[src/rtl/qubit_gate_sequencer_pkg.sv]
// Shared amplitude format, opcodes and FSM encoding for qubit_gate_sequencer.
// `TOTAL_WIDTH / `FRAC_WIDTH may be predefined to change the amplitude format.
`ifndef TOTAL_WIDTH
`define TOTAL_WIDTH 16
`endif
`ifndef FRAC_WIDTH
`define FRAC_WIDTH 8
`endif

package qubit_gate_sequencer_pkg;
   localparam int AMP_W  = `TOTAL_WIDTH;
   localparam int FRAC_W = `FRAC_WIDTH;

   localparam logic [AMP_W-1:0] AMP_ONE = AMP_W'(1) << FRAC_W;

   localparam logic [1:0] OP_NOP  = 2'b00;
   localparam logic [1:0] OP_X    = 2'b01;
   localparam logic [1:0] OP_Z    = 2'b10;
   localparam logic [1:0] OP_RSVD = 2'b11;

   localparam logic [1:0] ST_IDLE  = 2'd0;
   localparam logic [1:0] ST_ISSUE = 2'd1;
   localparam logic [1:0] ST_DRAIN = 2'd2;
   localparam logic [1:0] ST_DONE  = 2'd3;
endpackage

[src/rtl/qubit_gate_sequencer_pair_gate_unit.sv]
// One-cycle registered gate on a complex amplitude pair (i, j).
// Z (saturating negation of j) exists only when QGS_PHASE_GATE_EN is defined.
module pair_gate_unit
   import qubit_gate_sequencer_pkg::*;
(
   input  logic             clk,
   input  logic             rst_n,
   input  logic [1:0]       op,
   input  logic [AMP_W-1:0] in_ir,
   input  logic [AMP_W-1:0] in_ii,
   input  logic [AMP_W-1:0] in_jr,
   input  logic [AMP_W-1:0] in_ji,
   output logic [AMP_W-1:0] out_ir,
   output logic [AMP_W-1:0] out_ii,
   output logic [AMP_W-1:0] out_jr,
   output logic [AMP_W-1:0] out_ji
);
`ifdef QGS_PHASE_GATE_EN
   localparam logic [AMP_W-1:0] AMP_MIN = {1'b1, {(AMP_W-1){1'b0}}};
   localparam logic [AMP_W-1:0] AMP_MAX = ~AMP_MIN;

   // Two's-complement negation, with the one unrepresentable result clamped.
   function automatic logic [AMP_W-1:0] sat_neg(input logic [AMP_W-1:0] x);
      return (x == AMP_MIN) ? AMP_MAX : (~x + AMP_W'(1));
   endfunction
`endif

   logic [AMP_W-1:0] ir_d, ii_d, jr_d, ji_d;
   logic [AMP_W-1:0] ir_q, ii_q, jr_q, ji_q;

   always_comb begin
      // NOTE: every output gets a default first so no path through the case infers a latch.
      ir_d = in_ir;
      ii_d = in_ii;
      jr_d = in_jr;
      ji_d = in_ji;
      case (op)
         OP_X: begin
            ir_d = in_jr;
            ii_d = in_ji;
            jr_d = in_ir;
            ji_d = in_ii;
         end
`ifdef QGS_PHASE_GATE_EN
         OP_Z: begin
            jr_d = sat_neg(in_jr);
            ji_d = sat_neg(in_ji);
         end
`endif
         default: ;
      endcase
   end

   always_ff @(posedge clk) begin
      // NOTE: non-blocking assignments keep every flop reading pre-edge values.
      if (!rst_n) begin
         ir_q <= '0;
         ii_q <= '0;
         jr_q <= '0;
         ji_q <= '0;
      end else begin
         ir_q <= ir_d;
         ii_q <= ii_d;
         jr_q <= jr_d;
         ji_q <= ji_d;
      end
   end

   assign out_ir = ir_q;
   assign out_ii = ii_q;
   assign out_jr = jr_q;
   assign out_ji = ji_q;
endmodule

[src/rtl/qubit_gate_sequencer.sv]
// Applies X/Z gate commands to an internal 2^N complex state vector, one amplitude pair per cycle.
// Define QGS_PHASE_GATE_EN to enable the Z gate; otherwise op=10 is rejected with err.
module qubit_gate_sequencer
   import qubit_gate_sequencer_pkg::*;
#(
   parameter int NUM_QUBITS = 3
) (
   input  logic                  clk,
   input  logic                  rst_n,
   input  logic                  cmd_valid,
   output logic                  cmd_ready,
   input  logic [1:0]            cmd_op,
   input  logic [2:0]            cmd_target,
   input  logic                  ld_valid,
   input  logic [NUM_QUBITS-1:0] ld_addr,
   input  logic [AMP_W-1:0]      ld_r,
   input  logic [AMP_W-1:0]      ld_i,
   input  logic [NUM_QUBITS-1:0] rd_addr,
   output logic [AMP_W-1:0]      rd_r,
   output logic [AMP_W-1:0]      rd_i,
   output logic                  busy,
   output logic                  done,
   output logic                  err
);
   localparam int DEPTH = 1 << NUM_QUBITS;
   localparam int KW    = NUM_QUBITS - 1;
   localparam logic [KW-1:0] K_LAST = '1;

   logic [1:0]            state_d, state_q;
   logic [KW-1:0]         k_d, k_q;
   logic [1:0]            op_d, op_q;
   logic [2:0]            tgt_d, tgt_q;
   logic                  err_d, err_q;
   logic                  wb_valid_d, wb_valid_q;
   logic [NUM_QUBITS-1:0] wb_i_d, wb_i_q, wb_j_d, wb_j_q;
   logic [AMP_W-1:0]      rd_r_d, rd_r_q, rd_i_d, rd_i_q;
   logic [AMP_W-1:0]      amp_r_d [DEPTH];
   logic [AMP_W-1:0]      amp_i_d [DEPTH];
   logic [AMP_W-1:0]      amp_r_q [DEPTH];
   logic [AMP_W-1:0]      amp_i_q [DEPTH];

   logic                  cmd_illegal;
   logic [NUM_QUBITS-1:0] k_ext, tgt_bit, low_mask, issue_i, issue_j;
   logic [AMP_W-1:0]      g_ir, g_ii, g_jr, g_ji;

   always_comb begin
      cmd_illegal = (cmd_op == OP_RSVD) || ({1'b0, cmd_target} >= 4'(NUM_QUBITS));
`ifndef QGS_PHASE_GATE_EN
      cmd_illegal = cmd_illegal || (cmd_op == OP_Z);
`endif
   end

   // Pair k: insert a 0 at the target bit position for i, set it for j.
   always_comb begin
      k_ext    = {1'b0, k_q};
      tgt_bit  = NUM_QUBITS'(1) << tgt_q;
      low_mask = tgt_bit - NUM_QUBITS'(1);
      issue_i  = ((k_ext & ~low_mask) << 1) | (k_ext & low_mask);
      issue_j  = issue_i | tgt_bit;
   end

   always_comb begin
      state_d    = state_q;
      k_d        = k_q;
      op_d       = op_q;
      tgt_d      = tgt_q;
      err_d      = err_q;
      wb_valid_d = (state_q == ST_ISSUE);
      wb_i_d     = issue_i;
      wb_j_d     = issue_j;
      case (state_q)
         ST_IDLE: begin
            if (cmd_valid) begin
               op_d  = cmd_op;
               tgt_d = cmd_target;
               k_d   = '0;
               err_d = cmd_illegal;
               if (cmd_illegal || cmd_op == OP_NOP) state_d = ST_DONE;
               else                                 state_d = ST_ISSUE;
            end
         end
         ST_ISSUE: begin
            if (k_q == K_LAST) state_d = ST_DRAIN;
            else               k_d = k_q + KW'(1);
         end
         ST_DRAIN: state_d = ST_DONE;
         default: begin
            state_d = ST_IDLE;
            err_d   = 1'b0;
         end
      endcase
   end

   pair_gate_unit u_gate (
      .clk    (clk),
      .rst_n  (rst_n),
      .op     (op_q),
      .in_ir  (amp_r_q[issue_i]),
      .in_ii  (amp_i_q[issue_i]),
      .in_jr  (amp_r_q[issue_j]),
      .in_ji  (amp_i_q[issue_j]),
      .out_ir (g_ir),
      .out_ii (g_ii),
      .out_jr (g_jr),
      .out_ji (g_ji)
   );

   // Loads happen only in IDLE and writebacks only after ISSUE, so they never collide.
   always_comb begin
      amp_r_d = amp_r_q;
      amp_i_d = amp_i_q;
      if (ld_valid && state_q == ST_IDLE) begin
         amp_r_d[ld_addr] = ld_r;
         amp_i_d[ld_addr] = ld_i;
      end
      if (wb_valid_q) begin
         amp_r_d[wb_i_q] = g_ir;
         amp_i_d[wb_i_q] = g_ii;
         amp_r_d[wb_j_q] = g_jr;
         amp_i_d[wb_j_q] = g_ji;
      end
      rd_r_d = amp_r_q[rd_addr];
      rd_i_d = amp_i_q[rd_addr];
   end

   always_ff @(posedge clk) begin
      if (!rst_n) begin
         state_q    <= ST_IDLE;
         k_q        <= '0;
         op_q       <= OP_NOP;
         tgt_q      <= '0;
         err_q      <= 1'b0;
         wb_valid_q <= 1'b0;
         wb_i_q     <= '0;
         wb_j_q     <= '0;
         rd_r_q     <= '0;
         rd_i_q     <= '0;
         // NOTE: the vector is a flop array rather than a RAM because reset must restore |0...0>.
         for (int a = 0; a < DEPTH; a++) begin
            amp_r_q[a] <= (a == 0) ? AMP_ONE : '0;
            amp_i_q[a] <= '0;
         end
      end else begin
         state_q    <= state_d;
         k_q        <= k_d;
         op_q       <= op_d;
         tgt_q      <= tgt_d;
         err_q      <= err_d;
         wb_valid_q <= wb_valid_d;
         wb_i_q     <= wb_i_d;
         wb_j_q     <= wb_j_d;
         rd_r_q     <= rd_r_d;
         rd_i_q     <= rd_i_d;
         amp_r_q    <= amp_r_d;
         amp_i_q    <= amp_i_d;
      end
   end

   assign cmd_ready = (state_q == ST_IDLE);
   assign busy      = (state_q == ST_ISSUE) || (state_q == ST_DRAIN);
   assign done      = (state_q == ST_DONE);
   assign err       = (state_q == ST_DONE) && err_q;
   assign rd_r      = rd_r_q;
   assign rd_i      = rd_i_q;
endmodule

[config.mk]
export PLATFORM = sky130hd
export DESIGN_NAME = qubit_gate_sequencer
export DESIGN_NICKNAME = d
export VERILOG_FILES = /design/src/rtl/qubit_gate_sequencer_pkg.sv /design/src/rtl/qubit_gate_sequencer_pair_gate_unit.sv /design/src/rtl/qubit_gate_sequencer.sv
export SDC_FILE = /design/constraint.sdc
export NUM_CORES = 1
export LEC_CHECK = 0
export CAP_MARGIN = 20
export CORE_UTILIZATION = 27
export DETAILED_ROUTE_END_ITERATION = 10
export DONT_BUFFER_PORTS = 1
export GPL_ROUTABILITY_DRIVEN = 0
export MAX_ROUTING_LAYER = met4
export RECOVER_POWER = 25
export SLEW_MARGIN = 20
export SYNTH_ARGS = -nofsm -noshare
export SYNTH_HDL_FRONTEND = slang
export SYNTH_SLANG_ARGS = --single-unit
[constraint.sdc]
create_clock -name clk -period 2.8 [get_ports clk]
set_input_delay 0.14 -clock clk [delete_from_list [all_inputs] [get_ports clk]]
set_output_delay 0.14 -clock clk [all_outputs]
set_load 0.05 [all_outputs]
==> summary by stage <==
STA
The smallest clock period supported by the final layout is computed as roughly 2.9 ns. The number of endpoints with negative hold slack in the final report is 1. The final worst-path setup slack is -0.0597 ns. Setup violations remaining at the end of the flow were counted as 6. The achievable clock frequency is about 350 MHz. The relative max-transition margin is -0.127. The worst hold margin is -0.00315 ns. The final critical-path share of the clock period is 1.02.

Setup repair after global routing left no endpoint under its margin. On the final layout, the worst clock skew is approximately 0.026 ns. The max-slew violation total from the final report was just over 300.

At the pin with the least slew margin, the transition time is about 1.7 ns.

Logic synthesis
Counting every net in the synthesized netlist gives ~2700. The sequential share of the synthesized area is 0.304. Sorting the synthesized cells by area gives the leading types as dfxtp_1, mux2i_1, mux4_2. The distinct cell type count after synthesis is 71.

Counting flops with a built-in enable in the synthesized netlist gives 0. The dominant register cell in the synthesized netlist is dfxtp_1. The synthesized design spends more area on one cell type than any other, namely dfxtp_1. The share of synthesized area in the top cell type comes to 0.304. The instance count of the mapped netlist is roughly 2700. The async set or reset register ratio after synthesis is 0. Each instance of the synthesized netlist takes up on average slightly above 9 µm².

After synthesis, the most frequently instantiated cells are dfxtp_1, mux2i_1, clkbuf_1, a22oi_1, nor2_1. The Yosys step of the flow raised 0 warnings. The cell with the most instances after synthesis is dfxtp_1. The mapped cell area is approximately 24000 µm².

Counting flops and latches in the post-synthesis netlist gives between 300 and 400.

Worst setup path
The arrival time at the worst endpoint is ~3.4 ns. The origin of the critical flop-to-flop path is tgt_q[0]. The sort of element at the end of the critical path is a flip-flop. In this run the worst path has a maximum fanout of 15. The startpoint kind of the worst setup timing path is a flip-flop.

The endpoint required time on the critical path is 3.36 ns. The setup slack of the worst register-to-register path is -0.06 ns. The worst register-to-register path has a depth of 7. The path type of the worst setup path is reg -> reg.

The capture instance of the worst register-to-register path is u_gate.out_jr[11].

Power and ir drop
Power spread over the standard cell area amounts to 675 nW/µm². The maximum resistive drop on vdd is ~0.43 mV. The static leakage is 9.52 nW. The overall power of the completed layout is around 19 mW.

Finish
At the end of the flow, the number of nets in the layout was between 2000 and 3000. The area overhead of the layout relative to synthesis is 15.2%. The count of filler cells inserted in the layout is between 9000 and 10000. The utilization after layout is 0.316. In the final layout, the share of cells above drive strength 1 is 0.157. The post-route cell area is around 28000 µm².

Clock network
The root buffer cell chosen for the clock tree is clkbuf_16. The TritonCTS buffer count is 47. The clock latency on the worst-skew pair is 0.62 ns. TritonCTS built the clock tree. The H-tree generated during clock tree synthesis spans 2 levels. The number of clock sinks is about 370. The post-CTS clock slew at the launch and capture registers of the worst setup and hold paths is 0.06 ns. The maximum root-to-sink buffer count is 3.

Floorplan
The number of standard-cell rows in the floorplan is around 110. The count of pins on the block boundary is 83. The floorplan core area is 88800 µm². The overall die height is around 300 µm. The full die area is approximately 91000 µm². Measured along the x axis, the die boundary spans 302 µm. The initial utilization of the core area, before any placement, comes to 0.274.

Worst hold path
The worst hold path class is in -> reg. The worst-case hold path end point is err_q. The worst hold path cell count is 4. The worst hold path startpoint is cmd_op[1].

Global routing
Entering global routing, the biggest net connects 178 pins. The number of global-route vias before repair was 22817. Summed over all layers, the global routing overflow is 0. In the global route stage, overall resource usage came out at 0.241. The initial antenna violation count is 14. The first-pass GRT wire length is between 150000 and 200000 µm.

Drt
Wires add up to ~110000 µm. Across all layers, the routed design uses 24057 vias. In the routed design, unresolved DRC markers number 0. The first TritonRoute pass finished after 7 iterations. In the routed layout, each cell is associated on average with a via count of ~6.4.

Dividing the detail-routed wire length by the instance count gives between 20 and 30 µm. The count of nets left with antenna violations once routing finished came out at 0. The violation count after the first detailed-routing iteration is just over 3000.

Outcome
The final reports fail on negative hold slack, max-capacitance violations, max-slew violations, negative setup slack. The run finished, with violations left.

Job
The total of max-cap violations is 2.

Placement
The sum of net half-perimeters after detailed placement is 64900 µm. The placed standard-cell area is 25800 µm². The number of I/O port buffers is 0.
[metrics by stage]
stage / worst slack [ns] / instances / hold slack, ns / setup TNS, ns
after floorplan: 0.214 / 2667 / 0.287 / 0
after global placement: 0.201 / 3609 / 0.257 / 0
after detailed placement: 0.114 / 3609 / 0.255 / 0
after CTS: 0.0817 / 3754 / 0.000152 / 0
after global routing: 0.0469 / 3772 / 0.0268 / 0
final: -0.0597 / 3772 / -0.00315 / -0.326
[registers in the layout (all words and copies together) (netlist names), 2 cells and up]
register       count
op_q               2
wb_i_q             3
rd_i              16
u_gate.out_ir     16
state_q            2
wb_j_q             3
rd_r              16
amp_i_q          128
amp_r_q          128
tgt_q              3
k_q                2
u_gate.out_ji     16
u_gate.out_ii     16
u_gate.out_jr     16
[timing repair]
| action | 4_1_cts | 5_1_grt |
|---|---|---|
| hold buffers | 59 | 1 |
| setup buffers | 0 | 0 |
| resized for setup | 0 | 3 |
| endpoints found under the setup margin | 0 | 10 |
| endpoints found under the hold margin | 296 | 1 |
[placed cells by master (no fill, tap or decap), types with 48 or more instances in the layout]
cell	netlist	layout
a211oi_1	118	118
a22oi_1	187	187
and2_1	132	126
and3_1	57	56
buf_4	8	106
dfxtp_1	369	367
dlygate4sd3_1	0	56
mux2i_1	299	299
mux4_2	93	93
nand2_1	108	106
nor2_1	163	147
nor2b_1	67	64
o21ai_0	49	48
o22a_1	59	59
o22ai_1	157	157
[final cells by class]
| type | count | area [µm²] | share of cell area |
|---|---|---|---|
| Antenna cell | 16 | 40.0 | 0.00143 |
| Clock buffer | 70 | 1410 | 0.0504 |
| Clock inverter | 16 | 143 | 0.00509 |
| Inverter | 10 | 43.8 | 0.00156 |
| Multi-Input combinational cell | 1929 | 15600 | 0.555 |
| Sequential cell | 369 | 7390 | 0.264 |
| Tap cell | 1165 | 1460 | 0.0520 |
| Timing Repair Buffer | 197 | 1980 | 0.0707 |
[cell families after synthesis]
| kind of cell | Yosys count | synth area share |
|---|---|---|
| mux | 410 | 0.217 |
| fa+ha+maj | 5 | 0.00257 |
| flops | 369 | 0.304 |
| buf+inv | 369 | 0.0642 |
| compound gates | 879 | 0.274 |
| simple gates | 635 | 0.138 |
[how the worst max path moves through the flow]
stage | startpoint | end | depth (start not counted)
6_report | tgt_q[0] | u_gate.out_jr[11] | 7
5_1_grt | state_q[1] | tgt_q[0] | 7
4_1_cts | state_q[1] | tgt_q[1] | 7
3_5_place_dp | tgt_q[2] | u_gate.out_ji[10] | 6
3_3_place_gp | tgt_q[2] | u_gate.out_ji[10] | 6
2_1_floorplan | state_q[0] | amp_i_q[29] | 9
[power by group]
group	leakage, nW	total, mW	switching [mW]	internal (mW)
Sequential	2.99	6.46	0.800	5.66
Clock	0.773	6.28	2.62	3.66
Combinational	5.76	6.17	4.11	2.06
[per-layer routing]
metal	share of wire	up-vias	track usage
li1	-	10127	-
met1	0.39	11737	0.302
met2	0.42	1752	0.348
met3	0.13	441	0.0712
met4	0.058	0	0.121
met5	0	-	-
[worst max-delay path: stages (launching register included)]
cell and delay [ns]:
dfxtp_2 0.57, buf_4 0.31, or4b_1 0.23, nand2_1 0.19
nor2_2 0.89, buf_4 0.34, a22o_1 0.16, a211o_1 0.09
Power figures use the tool's default switching activity.
